**config.mk**
```make
export PLATFORM = sky130hd
export DESIGN_NAME = fb_line_engine
export DESIGN_NICKNAME = d
export VERILOG_FILES = /design/src/rtl/fb_line_engine.sv
export SDC_FILE = /design/constraint.sdc
export NUM_CORES = 1
export LEC_CHECK = 0
export BUFFER_PORTS_ARGS = -buffer_cell sky130_fd_sc_hd__buf_2
export CORE_MARGIN = 5
export CORE_UTILIZATION = 35
export DETAILED_ROUTE_END_ITERATION = 8
export PLACE_DENSITY = 0.6
export SLEW_MARGIN = 20
export SYNTH_ARGS = -nofsm -noshare
export SYNTH_HDL_FRONTEND = slang
export SYNTH_SLANG_ARGS = --single-unit
```
**constraint.sdc**
```tcl
create_clock -name HCLK -period 10.9 [get_ports HCLK]
set_clock_uncertainty 0.15 [all_clocks]
set_input_delay 2.18 -clock HCLK [delete_from_list [all_inputs] [get_ports HCLK]]
set_output_delay 2.18 -clock HCLK [all_outputs]
set_load 0.005 [all_outputs]
```
**src/rtl/fb_line_engine.sv**
```systemverilog
// Bresenham line sequencer for the 640x480 1-bit framebuffer: one write request per
// on-screen pixel through a req/ready port, off-screen pixels stepped through unwritten.
module fb_line_engine #(
    parameter int H_RES = 640,
    parameter int V_RES = 480,
    parameter int XW    = 10,
    parameter int YW    = 9,
    parameter int AW    = 19
) (
    input  logic          HCLK,
    input  logic          HRESET,
    input  logic          start,
    input  logic [XW-1:0] x0,
    input  logic [YW-1:0] y0,
    input  logic [XW-1:0] x1,
    input  logic [YW-1:0] y1,
    input  logic          colour,
    input  logic          fb_ready,
    output logic          fb_we,
    output logic [AW-1:0] fb_addr,
    output logic          fb_wdata,
    output logic          busy,
    output logic          done
);
    typedef enum logic [1:0] {IDLE, SETUP, DRAW, DONE} state_t;

    localparam logic [XW-1:0] X_LIM = XW'(H_RES);
    localparam logic [YW-1:0] Y_LIM = YW'(V_RES);

    state_t               state_q;
    logic [XW-1:0]        cx_q, x1_q, cx_d;
    logic [YW-1:0]        cy_q, y1_q, cy_d;
    logic signed [11:0]   dx_q, dy_q, err_q, err_d;
    logic                 sx_neg_q, sy_neg_q, colour_q;
    logic                 fb_we_q, fb_wdata_q, busy_q, done_q;
    logic [AW-1:0]        fb_addr_q;

    logic [11:0]          x0e, x1e, y0e, y1e, dx_abs, dy_abs;
    logic signed [12:0]   e2, dx13, dy13;
    logic                 step_x, step_y, at_end, step_done;

    // Row stride 640 = 512 + 128, so the address needs only shifts and adds.
    function automatic logic [AW-1:0] addr_of(input logic [XW-1:0] x, input logic [YW-1:0] y);
        return (AW'(y) << 9) + (AW'(y) << 7) + AW'(x);
    endfunction

    function automatic logic on_screen(input logic [XW-1:0] x, input logic [YW-1:0] y);
        return (x < X_LIM) && (y < Y_LIM);
    endfunction

    always_comb begin
        x0e    = 12'(cx_q);
        x1e    = 12'(x1_q);
        y0e    = 12'(cy_q);
        y1e    = 12'(y1_q);
        dx_abs = (x1e >= x0e) ? (x1e - x0e) : (x0e - x1e);
        dy_abs = (y1e >= y0e) ? (y1e - y0e) : (y0e - y1e);

        e2     = {err_q, 1'b0};
        dx13   = {dx_q[11], dx_q};
        dy13   = {dy_q[11], dy_q};
        step_x = (e2 >= dy13);
        step_y = (e2 <= dx13);

        // Both corrections are taken from the pre-step error term.
        err_d  = err_q + (step_x ? dy_q : 12'sd0) + (step_y ? dx_q : 12'sd0);
        cx_d   = cx_q;
        cy_d   = cy_q;
        if (step_x) cx_d = sx_neg_q ? cx_q - 1'b1 : cx_q + 1'b1;
        if (step_y) cy_d = sy_neg_q ? cy_q - 1'b1 : cy_q + 1'b1;

        at_end    = (cx_q == x1_q) && (cy_q == y1_q);
        step_done = !fb_we_q || fb_ready;
    end

    always_ff @(posedge HCLK or posedge HRESET) begin
        if (HRESET) begin
            state_q    <= IDLE;
            cx_q       <= '0;
            cy_q       <= '0;
            x1_q       <= '0;
            y1_q       <= '0;
            dx_q       <= '0;
            dy_q       <= '0;
            err_q      <= '0;
            sx_neg_q   <= 1'b0;
            sy_neg_q   <= 1'b0;
            colour_q   <= 1'b0;
            fb_we_q    <= 1'b0;
            fb_addr_q  <= '0;
            fb_wdata_q <= 1'b0;
            busy_q     <= 1'b0;
            done_q     <= 1'b0;
        end else begin
            case (state_q)
                IDLE: begin
                    done_q <= 1'b0;
                    if (start) begin
                        cx_q     <= x0;
                        cy_q     <= y0;
                        x1_q     <= x1;
                        y1_q     <= y1;
                        colour_q <= colour;
                        busy_q   <= 1'b1;
                        state_q  <= SETUP;
                    end
                end
                SETUP: begin
                    dx_q       <= dx_abs;
                    dy_q       <= -dy_abs;
                    err_q      <= dx_abs - dy_abs;
                    sx_neg_q   <= !(cx_q < x1_q);
                    sy_neg_q   <= !(cy_q < y1_q);
                    fb_we_q    <= on_screen(cx_q, cy_q);
                    fb_addr_q  <= addr_of(cx_q, cy_q);
                    fb_wdata_q <= colour_q;
                    state_q    <= DRAW;
                end
                DRAW: begin
                    if (step_done) begin
                        if (at_end) begin
                            fb_we_q <= 1'b0;
                            done_q  <= 1'b1;
                            state_q <= DONE;
                        end else begin
                            cx_q      <= cx_d;
                            cy_q      <= cy_d;
                            err_q     <= err_d;
                            fb_we_q   <= on_screen(cx_d, cy_d);
                            fb_addr_q <= addr_of(cx_d, cy_d);
                        end
                    end
                end
                DONE: begin
                    done_q  <= 1'b0;
                    busy_q  <= 1'b0;
                    state_q <= IDLE;
                end
                default: state_q <= IDLE;
            endcase
        end
    end

    assign fb_we    = fb_we_q;
    assign fb_addr  = fb_addr_q;
    assign fb_wdata = fb_wdata_q;
    assign busy     = busy_q;
    assign done     = done_q;
endmodule

```
==> results of run 1 <==
==> metrics by stage <==
step | utilization [%] | hold WS, ns | worst slack (ns) | cells | area, um2
4_1_cts | 38.97 | 0.3365 | 5.713 | 1542 | 10740
6_report | 38.98 | 0.3322 | 5.658 | 1542 | 10740
2_1_floorplan | - | 0.3195 | 5.923 | 1110 | 9712
3_5_place_dp | 37.86 | 0.3172 | 5.738 | 1526 | 10430
5_1_grt | 38.98 | 0.3634 | 5.343 | 1542 | 10740
3_3_place_gp | 37.86 | 0.3142 | 5.800 | 1526 | 10430
==> final cells by class <==
class	instances	area, um2	area share [%]
multi-input cells	871	6660	62.01
well taps	378	473.0	4.404
repair buffers	73	385.4	3.588
inverters	103	389.1	3.623
flip-flops and latches	101	2527	23.53
clock inverters	7	80.08	0.7456
clock buffers	9	225.2	2.097
==> sequential cells by signal, indices dropped and copies added (netlist names) <==
register and count:
busy 1, colour_q 1, cx_q 10, cy_q 9
done 1, dx_q 11, dy_q 12, err_q 12
fb_addr 19, fb_wdata 1, fb_we 1, state_q 2
sx_neg_q 1, sy_neg_q 1, x1_q 10, y1_q 9
==> logic make-up (layout without fill, tap and decap cells) <==
| group | after synthesis | in the layout | synth area share, % |
|---|---|---|---|
| compound gates | 298 | 298 | 19.26 |
| xor+xnor | 71 | 71 | 6.893 |
| buf+inv | 138 | 192 | 5.514 |
| fa+ha+maj | 160 | 160 | 22.31 |
| flops | 101 | 101 | 26.02 |
| simple gates | 281 | 281 | 13.30 |
| mux | 61 | 61 | 6.699 |
==> final timing paths <==
kind	start	end	slack [ns]	depth (start not counted)
min in group asynchronous	HRESET	colour_q	1.74	2
max	err_q[5]	err_q[11]	5.66	22
min	fb_addr[4]	fb_addr[4]	0.33	2
max in group asynchronous	HRESET	y1_q[4]	7.67	3
max reg2reg	err_q[5]	err_q[11]	5.66	22
min reg2reg	fb_addr[4]	fb_addr[4]	0.33	2
==> layer usage <==
metal	vias to the layer above	track usage [%]
li1	3969	-
met1	3764	22.60
met2	119	28.23
met3	30	1.478
met4	0	5.545
met5	-	0
==> placed cells by master (no fill, tap or decap), types with 3 or more instances in the layout <==
cell type    n
nand3b_1     4
o21ai_1      8
fa_1        22
a21o_1      34
xor2_1      23
o21bai_1    13
mux2i_1     32
and2_1       4
a21oi_2      3
nand3_1     15
nand2_1    106
a31oi_1      9
or2_2        4
o21a_1       6
nand2b_1     4
nor2_1      87
nor2b_1     13
xnor2_1     44
and3_1       7
a211oi_1    12
clkbuf_16    9
o21ai_0     80
o22ai_1      3
a21oi_1     91
dfrtp_1    101
nand4_1      7
buf_2       65
o31ai_1      6
buf_4        8
mux2_2      27
or3_1        3
ha_1       136
inv_1      102
nor3_1      15
==> synth_stat cells (5+ instances only) <==
master / count / area, um2
nor2b_1: 13 / 81.33
ha_1: 138 / 1727
a21oi_1: 92 / 460.4
nand2_1: 107 / 401.6
nand3_1: 15 / 75.07
clkbuf_1: 24 / 90.09
a31oi_1: 9 / 56.30
fa_1: 22 / 440.4
inv_1: 103 / 386.6
o21ai_0: 80 / 400.4
nand4_1: 7 / 43.79
mux2_2: 27 / 304.0
o31ai_1: 6 / 45.04
mux2i_1: 32 / 320.3
xor2_1: 23 / 201.4
o21a_1: 6 / 45.04
a211oi_1: 12 / 90.09
dfrtp_1: 101 / 2527
o21bai_1: 13 / 97.59
nor2_1: 87 / 326.6
o21ai_1: 8 / 40.04
nor3_1: 15 / 75.07
and3_1: 7 / 43.79
a21o_1: 34 / 255.2
buf_2: 5 / 25.02
xnor2_1: 44 / 385.4
==> worst min-delay path, delay by kind of cell, from the launching register on <==
family           cells  cell delay [ns]
AO/OA/AOI/OAI        1             0.06
flip-flops           1             0.34
AND/OR/NAND/NOR      1             0.04
==> out/metrics.cfg, run 1 <==
[timing]
setup_viol = 0
setup_tns_ns = 0
post-route-period-util_pct = 48.09
tightest_slew_ns = 0.9313
final-max-slew-violation-count = 0
hold_violations = 0
fmax_mhz = 190.8
rsz0062_at_grt = false
slew_headroom_pct = 37.76
finalCriticalPeriod_ns = 5.242

[place]
place_congestion = 0.8955
hpwl_mm = 19.95
portBuffers = 65

[setup_path]
cp_num_buf_inv = 4
crit_family = compound AO/OA/AOI/OAI gates
crit_arrival_ns = 5.34
crit_required_ns = 11.00
path_class = reg -> reg
worstPathCellList = ha_1 -> a21o_1 -> a21o_1 -> a21o_1 -> a211oi_1 -> o22ai_1 -> buf_4 -> inv_1 -> nor2_1 -> fa_1 -> ha_1 -> inv_1 -> fa_1 -> inv_1 -> a21oi_1 -> o21bai_1 -> a21oi_1 -> nor2b_1 -> o41ai_1 -> o21ai_0 -> xor2_1 -> a221o_1
worstPathMaxFanout = 13
cp-end-kind = flop
critical_path.max_stage_delay_ns = 0.48
start_kind = flop
critical-path-slowest-cell = o41ai_1

[detailed_routing]
vias = 7882
routed-wl-met2_mm = 12.23
via_per_inst = 5.112
antenna_left = 0
drt-initial-drc-count = 388
first_pass_iters = 4
highest_layer = met4
wl_per_cell_um = 16.45
wl_met1_mm = 11.97
wirelength_mm = 25.37
wl_met3_um = 580
drc_errors = 0

[clocking]
post_cts_resized = 0
postCtsSetupRepairBufs = 0
clock_path_buffers = 2
cts_buffers = 9
cts_tree = done
cts_root_buf = clkbuf_16
cts_hold_buf = 0
clk_latency_ns = 0.36
cts_sinks = 101
clk_pin_slew_ns = 0.08
htreeDepth = 3

[layout]
area_growth_syn_to_layout_pct = 10.59
n_antenna_cell = 0
fin_nets = 1362
n_fill_cell = 2784
drive_gt1_share_pct = 12.37

[synthesis]
yosysWarnings = 0
synth_cell_type_count = 75
synthCells = 1110
synth_ff_type = dfrtp_1
synth_enable_flop_cells = 0
synth_area_um2 = 9712
synth.ff_latch_count = 101
synth_area_per_cell_um2 = 8.749
syn-num-nets = 1313
ys_seq_area_share_pct = 26.02
synthArstFlopShare_pct = 100.0

[global_routing]
antenna_found_initial = 0
grt_overflow = 0
grt_pass1_wl_mm = 41.97
grt_pass1_vias = 7944
grt_start_max_net_pins = 58
grt.total_usage_pct = 16.71

[floorplanning]
design.core.area_um2 = 27550
initial_core_util_pct = 35.25
die_w_um = 176.6
die_h_um = 176.6
boundaryPins = 66
num_rows = 61
die-area_um2 = 31180

[run_status]
outcome = completed

[min_path]
hp-class = reg -> reg

[job]
max-cap-violations = 0

Power of run 1 is left out: the tool's default activity adds up to more than one toggle a clock period on the data nets, which glitch-free logic cannot reach.
==> run 2: changes to the inputs <==
--- a/config.mk
+++ b/config.mk
@@ -9,7 +9,7 @@
 export CORE_MARGIN = 5
 export CORE_UTILIZATION = 35
 export DETAILED_ROUTE_END_ITERATION = 8
-export PLACE_DENSITY = 0.6
+export PLACE_DENSITY = 0.62
 export SLEW_MARGIN = 20
 export SYNTH_ARGS = -nofsm -noshare
 export SYNTH_HDL_FRONTEND = slang
==> constraint.sdc (replaced) <==
create_clock -name HCLK -period 4.3 [get_ports HCLK]
set_clock_uncertainty 0.15 [all_clocks]
set_input_delay 0.86 -clock HCLK [delete_from_list [all_inputs] [get_ports HCLK]]
set_output_delay 0.86 -clock HCLK [all_outputs]
set_load 0.005 [all_outputs]
==> out/metrics.cfg, run 2 (synthesized netlist as in run 1, its figures left out) <==
[detailed_routing]
first_pass_iters = 6  ; +2
drc_errors = 0  ; unchanged
via_per_inst = 5.031  ; -1.6%
antenna_left = 0  ; unchanged
drt-initial-drc-count = 463  ; +19%
vias = 8684  ; +10%
wirelength_mm = 28.01  ; +10%
wl_per_cell_um = 16.23  ; -1.4%

[timing]
post-route-period-util_pct = 103.1  ; +55 points
tightest_slew_ns = 1.063  ; +0.1320 ns
setup_slack_ns = -0.1319  ; -5.790 ns
slew_headroom_pct = 28.94  ; -8.8 points
rsz0062_at_grt = true
finalCriticalPeriod_ns = 4.432  ; -0.8103 ns
hold_violations = 0  ; unchanged
final-max-slew-violation-count = 0  ; unchanged
setup_viol = 9  ; +9
fmax_mhz = 225.6  ; +18%

[layout]
fin_nets = 1546  ; +14%
area_growth_syn_to_layout_pct = 30.13
seq_area_um2 = 2534  ; +0.25%
layout_common_cells = buf_4, ha_1, nand2_1
multi_input_area_um2 = 7127  ; +7.0%
largest_register_ffs = 19  ; unchanged
final_common_cell = buf_4
drive_gt1_share_pct = 30.42  ; +18 points
n_fill_cell = 2687  ; -3.5%
n_antenna_cell = 0  ; unchanged

[min_path]
hp-class = reg -> reg

[place]
dp_worst_setup_slack_ns = -0.2823  ; -6.020 ns
portBuffers = 65  ; unchanged
place_congestion = 0.8819  ; -1.5%
hpwl_mm = 21.96  ; +10%

[clocking]
cts_sinks = 101  ; unchanged
cts_tree = done
clk_latency_ns = 0.37  ; about the same
clk_pin_slew_ns = 0.09  ; about the same
cts_buffers = 9  ; unchanged
cts_hold_buf = 0  ; unchanged
cts_root_buf = clkbuf_16
clock_path_buffers = 2  ; unchanged
htreeDepth = 3  ; unchanged

[setup_path]
crit_required_ns = 4.37  ; -6.63 ns
crit_arrival_ns = 4.50  ; -0.84 ns
worstPathMaxFanout = 4  ; -9
start_kind = flop
path_class = reg -> reg
cp-end-kind = flop

[global_routing]
grt_pass1_vias = 9065  ; +14%
grt_pass1_wl_mm = 45.73  ; +9.0%
grt_start_max_net_pins = 63  ; +8.6%
antenna_found_initial = 0  ; unchanged
grt_overflow = 0  ; unchanged
grt.total_usage_pct = 18.14  ; +1.4 points

[run_status]
violations = negative setup slack
outcome = finished with violations

[floorplanning]
num_rows = 61  ; unchanged
initial_core_util_pct = 35.25  ; unchanged
boundaryPins = 66  ; unchanged
die-area_um2 = 31180  ; unchanged
die_h_um = 176.6  ; unchanged
die_w_um = 176.6  ; unchanged
design.core.area_um2 = 27550  ; unchanged

[job]
max-cap-violations = 0  ; unchanged

## run 2: critical path: stages (launching register included)
cell      delay, ns
dfrtp_2        0.47
ha_4           0.29
nand3_2        0.07
o21bai_4       0.18
a211oi_2       0.27
a211oi_2       0.08
o22ai_2        0.18
buf_6          0.14
buf_6          0.12
o21ai_4        0.06
xnor2_2        0.22
xnor2_2        0.14
ha_1           0.26
ha_1           0.29
a21o_1         0.14
a21oi_2        0.07
buf_4          0.13
buf_4          0.12
buf_4          0.12
buf_4          0.12
buf_4          0.12
buf_4          0.12
xnor2_1        0.14
nand2_1        0.07
o21ai_0        0.11
a21oi_1        0.09
## run 2: worst paths after layout
check | cells past startpoint | to | slack [ns] | startpoint
setup / recovery | 25 | fb_addr[11] | -0.13 | err_q[2]
hold / removal | 2 | fb_addr[1] | 0.33 | fb_addr[1]
setup reg to reg | 25 | fb_addr[11] | -0.13 | err_q[2]
hold reg to reg | 2 | fb_addr[1] | 0.33 | fb_addr[1]
max in group asynchronous | 3 | fb_addr[18] | 2.65 | HRESET
min in group asynchronous | 2 | fb_wdata | 0.51 | HRESET
## run 2: metal layers
metal / up-vias / part of all wire, % / global-route usage [%]
met4: 0 / 2.3 / 5.738
met1: 4120 / 45 / 23.17
met2: 189 / 49 / 31.65
met5: - / 0 / 0
li1: 4331 / - / -
met3: 44 / 3.9 / 2.634
## run 2: through the flow
| step | area [um2] | hold WS [ns] | instances | TNS, ns | utilization [%] |
|---|---|---|---|---|---|
| after CTS | 12420 | 0.3366 | 1721 | -0.2497 | 45.06 |
| after global placement | 11750 | 0.3112 | 1687 | -1.348 | 42.63 |
| final | 12640 | 0.3320 | 1726 | -0.6194 | 45.87 |
| after global routing | 12640 | 0.3580 | 1726 | -2.800 | 45.87 |
| after floorplan | 9837 | 0.3195 | 1110 | -0.04707 | - |
| after detailed placement | 11750 | 0.3166 | 1687 | -1.599 | 42.63 |
## run 2: timing repair
item | 4_1_cts | 5_1_grt
endpoints found under the setup margin | 10 | 15
pin swaps | 45 | 35
gates resized for setup | 55 | 47
buffers inserted | 19 | 5
## run 2: final cells by class
| cell class | count | share of cell area (%) |
|---|---|---|
| inverter | 103 | 3.079 |
| tap | 378 | 3.742 |
| timing repair buffer | 257 | 14.35 |
| sequential | 101 | 20.05 |
| multi-input combinational | 871 | 56.39 |
| clock inverter | 7 | 0.6138 |
| clock buffer | 9 | 1.782 |
Power of run 2 is left out for the same reason.
==> run 3: changes to the inputs <==
--- a/config.mk
+++ b/config.mk
@@ -9,6 +9,7 @@
 export CORE_MARGIN = 5
 export CORE_UTILIZATION = 35
 export DETAILED_ROUTE_END_ITERATION = 8
+export MAX_ROUTING_LAYER = met4
 export PLACE_DENSITY = 0.62
 export SLEW_MARGIN = 20
 export SYNTH_ARGS = -nofsm -noshare
==> out/metrics.cfg, run 3 (synthesized netlist as in run 1, its figures left out) <==
[run_status]
outcome = finished with violations
violations = negative setup slack

[setup_path]
r2r-end = fb_addr[11]
start_kind = flop
worstPathMaxFanout = 4  ; unchanged
worstPathCellList = ha_4 -> nand4_1 -> nor4b_4 -> a211oi_2 -> o22ai_2 -> buf_6 -> buf_6 -> o21ai_4 -> xnor2_2 -> xnor2_2 -> ha_1 -> ha_1 -> a21o_1 -> a21oi_2 -> buf_4 -> buf_4 -> buf_4 -> buf_4 -> buf_4 -> buf_4 -> xnor2_1 -> nand2_1 -> o21ai_0 -> a21oi_1
cpMostUsedCell = buf_4
crit_path_start = err_q[5]
cp-end-kind = flop
path_class = reg -> reg
r2r_cells = 24  ; -4.0%
crit_required_ns = 4.37  ; about the same
cp.depth = 24  ; -4.0%
critical_path.max_stage_delay_ns = 0.45  ; -0.02 ns
critical-path-slowest-cell = dfrtp_2
r2r-start = err_q[5]
crit_family = buffers and inverters
r2r_slack_ns = -0.17  ; -0.03 ns
cp_num_buf_inv = 8  ; unchanged
endpoint = fb_addr[11]
crit_arrival_ns = 4.53  ; +0.03 ns

[detailed_routing]
via_per_inst = 5.051  ; +0.39%
drc_errors = 0  ; unchanged
wirelength_mm = 28.12  ; +0.38%
antenna_left = 0  ; unchanged
vias = 8718  ; +0.39%
drt-initial-drc-count = 438  ; -5.4%
first_pass_iters = 7  ; +1
wl_per_cell_um = 16.29  ; +0.38%

[global_routing]
grt_start_max_net_pins = 63  ; unchanged
grt.total_usage_pct = 18.67  ; +0.53 points
grt_overflow = 0  ; unchanged
grt_pass1_vias = 9078  ; +0.14%
antenna_found_initial = 0  ; unchanged
grt_pass1_wl_mm = 45.73  ; unchanged

[place]
dpl-instance-area_um2 = 11750  ; unchanged
place_congestion = 0.8965  ; +1.7%
hpwl_mm = 21.96  ; unchanged
portBuffers = 65  ; unchanged

[timing]
final-max-slew-violation-count = 0  ; unchanged
slew_headroom_pct = 28.43  ; -0.51 points
rsz0062_at_grt = true
setup_viol = 8  ; -1
tightest_slew_ns = 1.071  ; +0.007587 ns
post-route-period-util_pct = 103.9  ; +0.79 points
hold_violations = 0  ; unchanged
holdWs_ns = 0.3319  ; -0.0001080 ns
setup_slack_ns = -0.1657  ; -0.03380 ns
fmax_mhz = 223.9  ; -0.76%
finalCriticalPeriod_ns = 4.466  ; +0.03380 ns

[job]
max-cap-violations = 0  ; unchanged

[floorplanning]
num_rows = 61  ; unchanged
boundaryPins = 66  ; unchanged
die_w_um = 176.6  ; unchanged
die_h_um = 176.6  ; unchanged
design.core.area_um2 = 27550  ; unchanged
initial_core_util_pct = 35.25  ; unchanged
die-area_um2 = 31180  ; unchanged

[layout]
drive_gt1_share_pct = 30.64  ; +0.22 points
design_area_um2 = 12660  ; +0.15%
area_growth_syn_to_layout_pct = 30.33
final_util_pct = 45.94  ; +0.068 points
fin_nets = 1546  ; unchanged
layout_common_cells = buf_4, ha_1, nand2_1
n_antenna_cell = 0  ; unchanged
largest_register_ffs = 19  ; unchanged
final_common_cell = buf_4

[clocking]
clock_path_buffers = 2  ; unchanged
cts_sinks = 101  ; unchanged
cts_buffers = 9  ; unchanged
htreeDepth = 3  ; unchanged
clk_latency_ns = 0.37  ; about the same
cts_hold_buf = 0  ; unchanged
cts_tree = done
cts_root_buf = clkbuf_16
clk_pin_slew_ns = 0.08  ; about the same

[min_path]
hp-class = reg -> reg

-- run 3: through the flow --
stage	cells	setup slack [ns]	TNS, ns
after CTS	1721	-0.08012	-0.2497
after global placement	1687	-0.2375	-1.348
after floorplan	1110	-0.04707	-0.04707
after detailed placement	1687	-0.2823	-1.599
final	1726	-0.1657	-0.6767
after global routing	1726	-0.3260	-2.875
-- run 3: layout make-up --
cell class / instances / area, um2
clock buffers: 9 / 225.2
fillers: 2680 / 14900
clock inverters: 7 / 77.57
inverters: 103 / 389.1
repair buffers: 257 / 1817
multi-input cells: 871 / 7142
flip-flops and latches: 101 / 2534
well taps: 378 / 473.0
-- run 3: layer usage --
metal / GRT usage, % / routed length, um / up-vias
met2: 31.65 / 13830 / 177
li1: - / - / 4336
met1: 23.21 / 12670 / 4161
met4: 5.738 / 655 / 0
met3: 2.570 / 963 / 44
met5: - / 0 / -
-- run 3: worst min path at each step --
stage | slack, ns | from | end | cells past startpoint
2_1_floorplan | 0.32 | busy | busy | 2
3_3_place_gp | 0.31 | fb_addr[3] | fb_addr[3] | 2
3_5_place_dp | 0.32 | fb_addr[3] | fb_addr[3] | 2
4_1_cts | 0.34 | fb_addr[3] | fb_addr[3] | 2
5_1_grt | 0.36 | fb_addr[3] | fb_addr[3] | 2
6_report | 0.33 | fb_addr[1] | fb_addr[1] | 2
-- run 3: worst register-to-register path, cell delays in order (launching register included) --
cell and delay, ns:
dfrtp_2 0.45, ha_4 0.28, nand4_1 0.24, nor4b_4 0.30, a211oi_2 0.08, o22ai_2 0.20, buf_6 0.14, buf_6 0.12
o21ai_4 0.06, xnor2_2 0.24, xnor2_2 0.09, ha_1 0.33, ha_1 0.28, a21o_1 0.14, a21oi_2 0.07, buf_4 0.13
buf_4 0.12, buf_4 0.12, buf_4 0.12, buf_4 0.12, buf_4 0.12, xnor2_1 0.14, nand2_1 0.07, o21ai_0 0.11
a21oi_1 0.09
-- run 3: repair_timing --
| item | CTS | global route |
|---|---|---|
| setup buffers | 19 | 5 |
| cloned | 0 | 0 |
| resized for setup | 55 | 52 |
| pin swaps | 45 | 19 |
| setup endpoints to repair | 10 | 15 |
| endpoints found under the hold margin | 0 | 0 |
Power of run 3 is left out for the same reason.
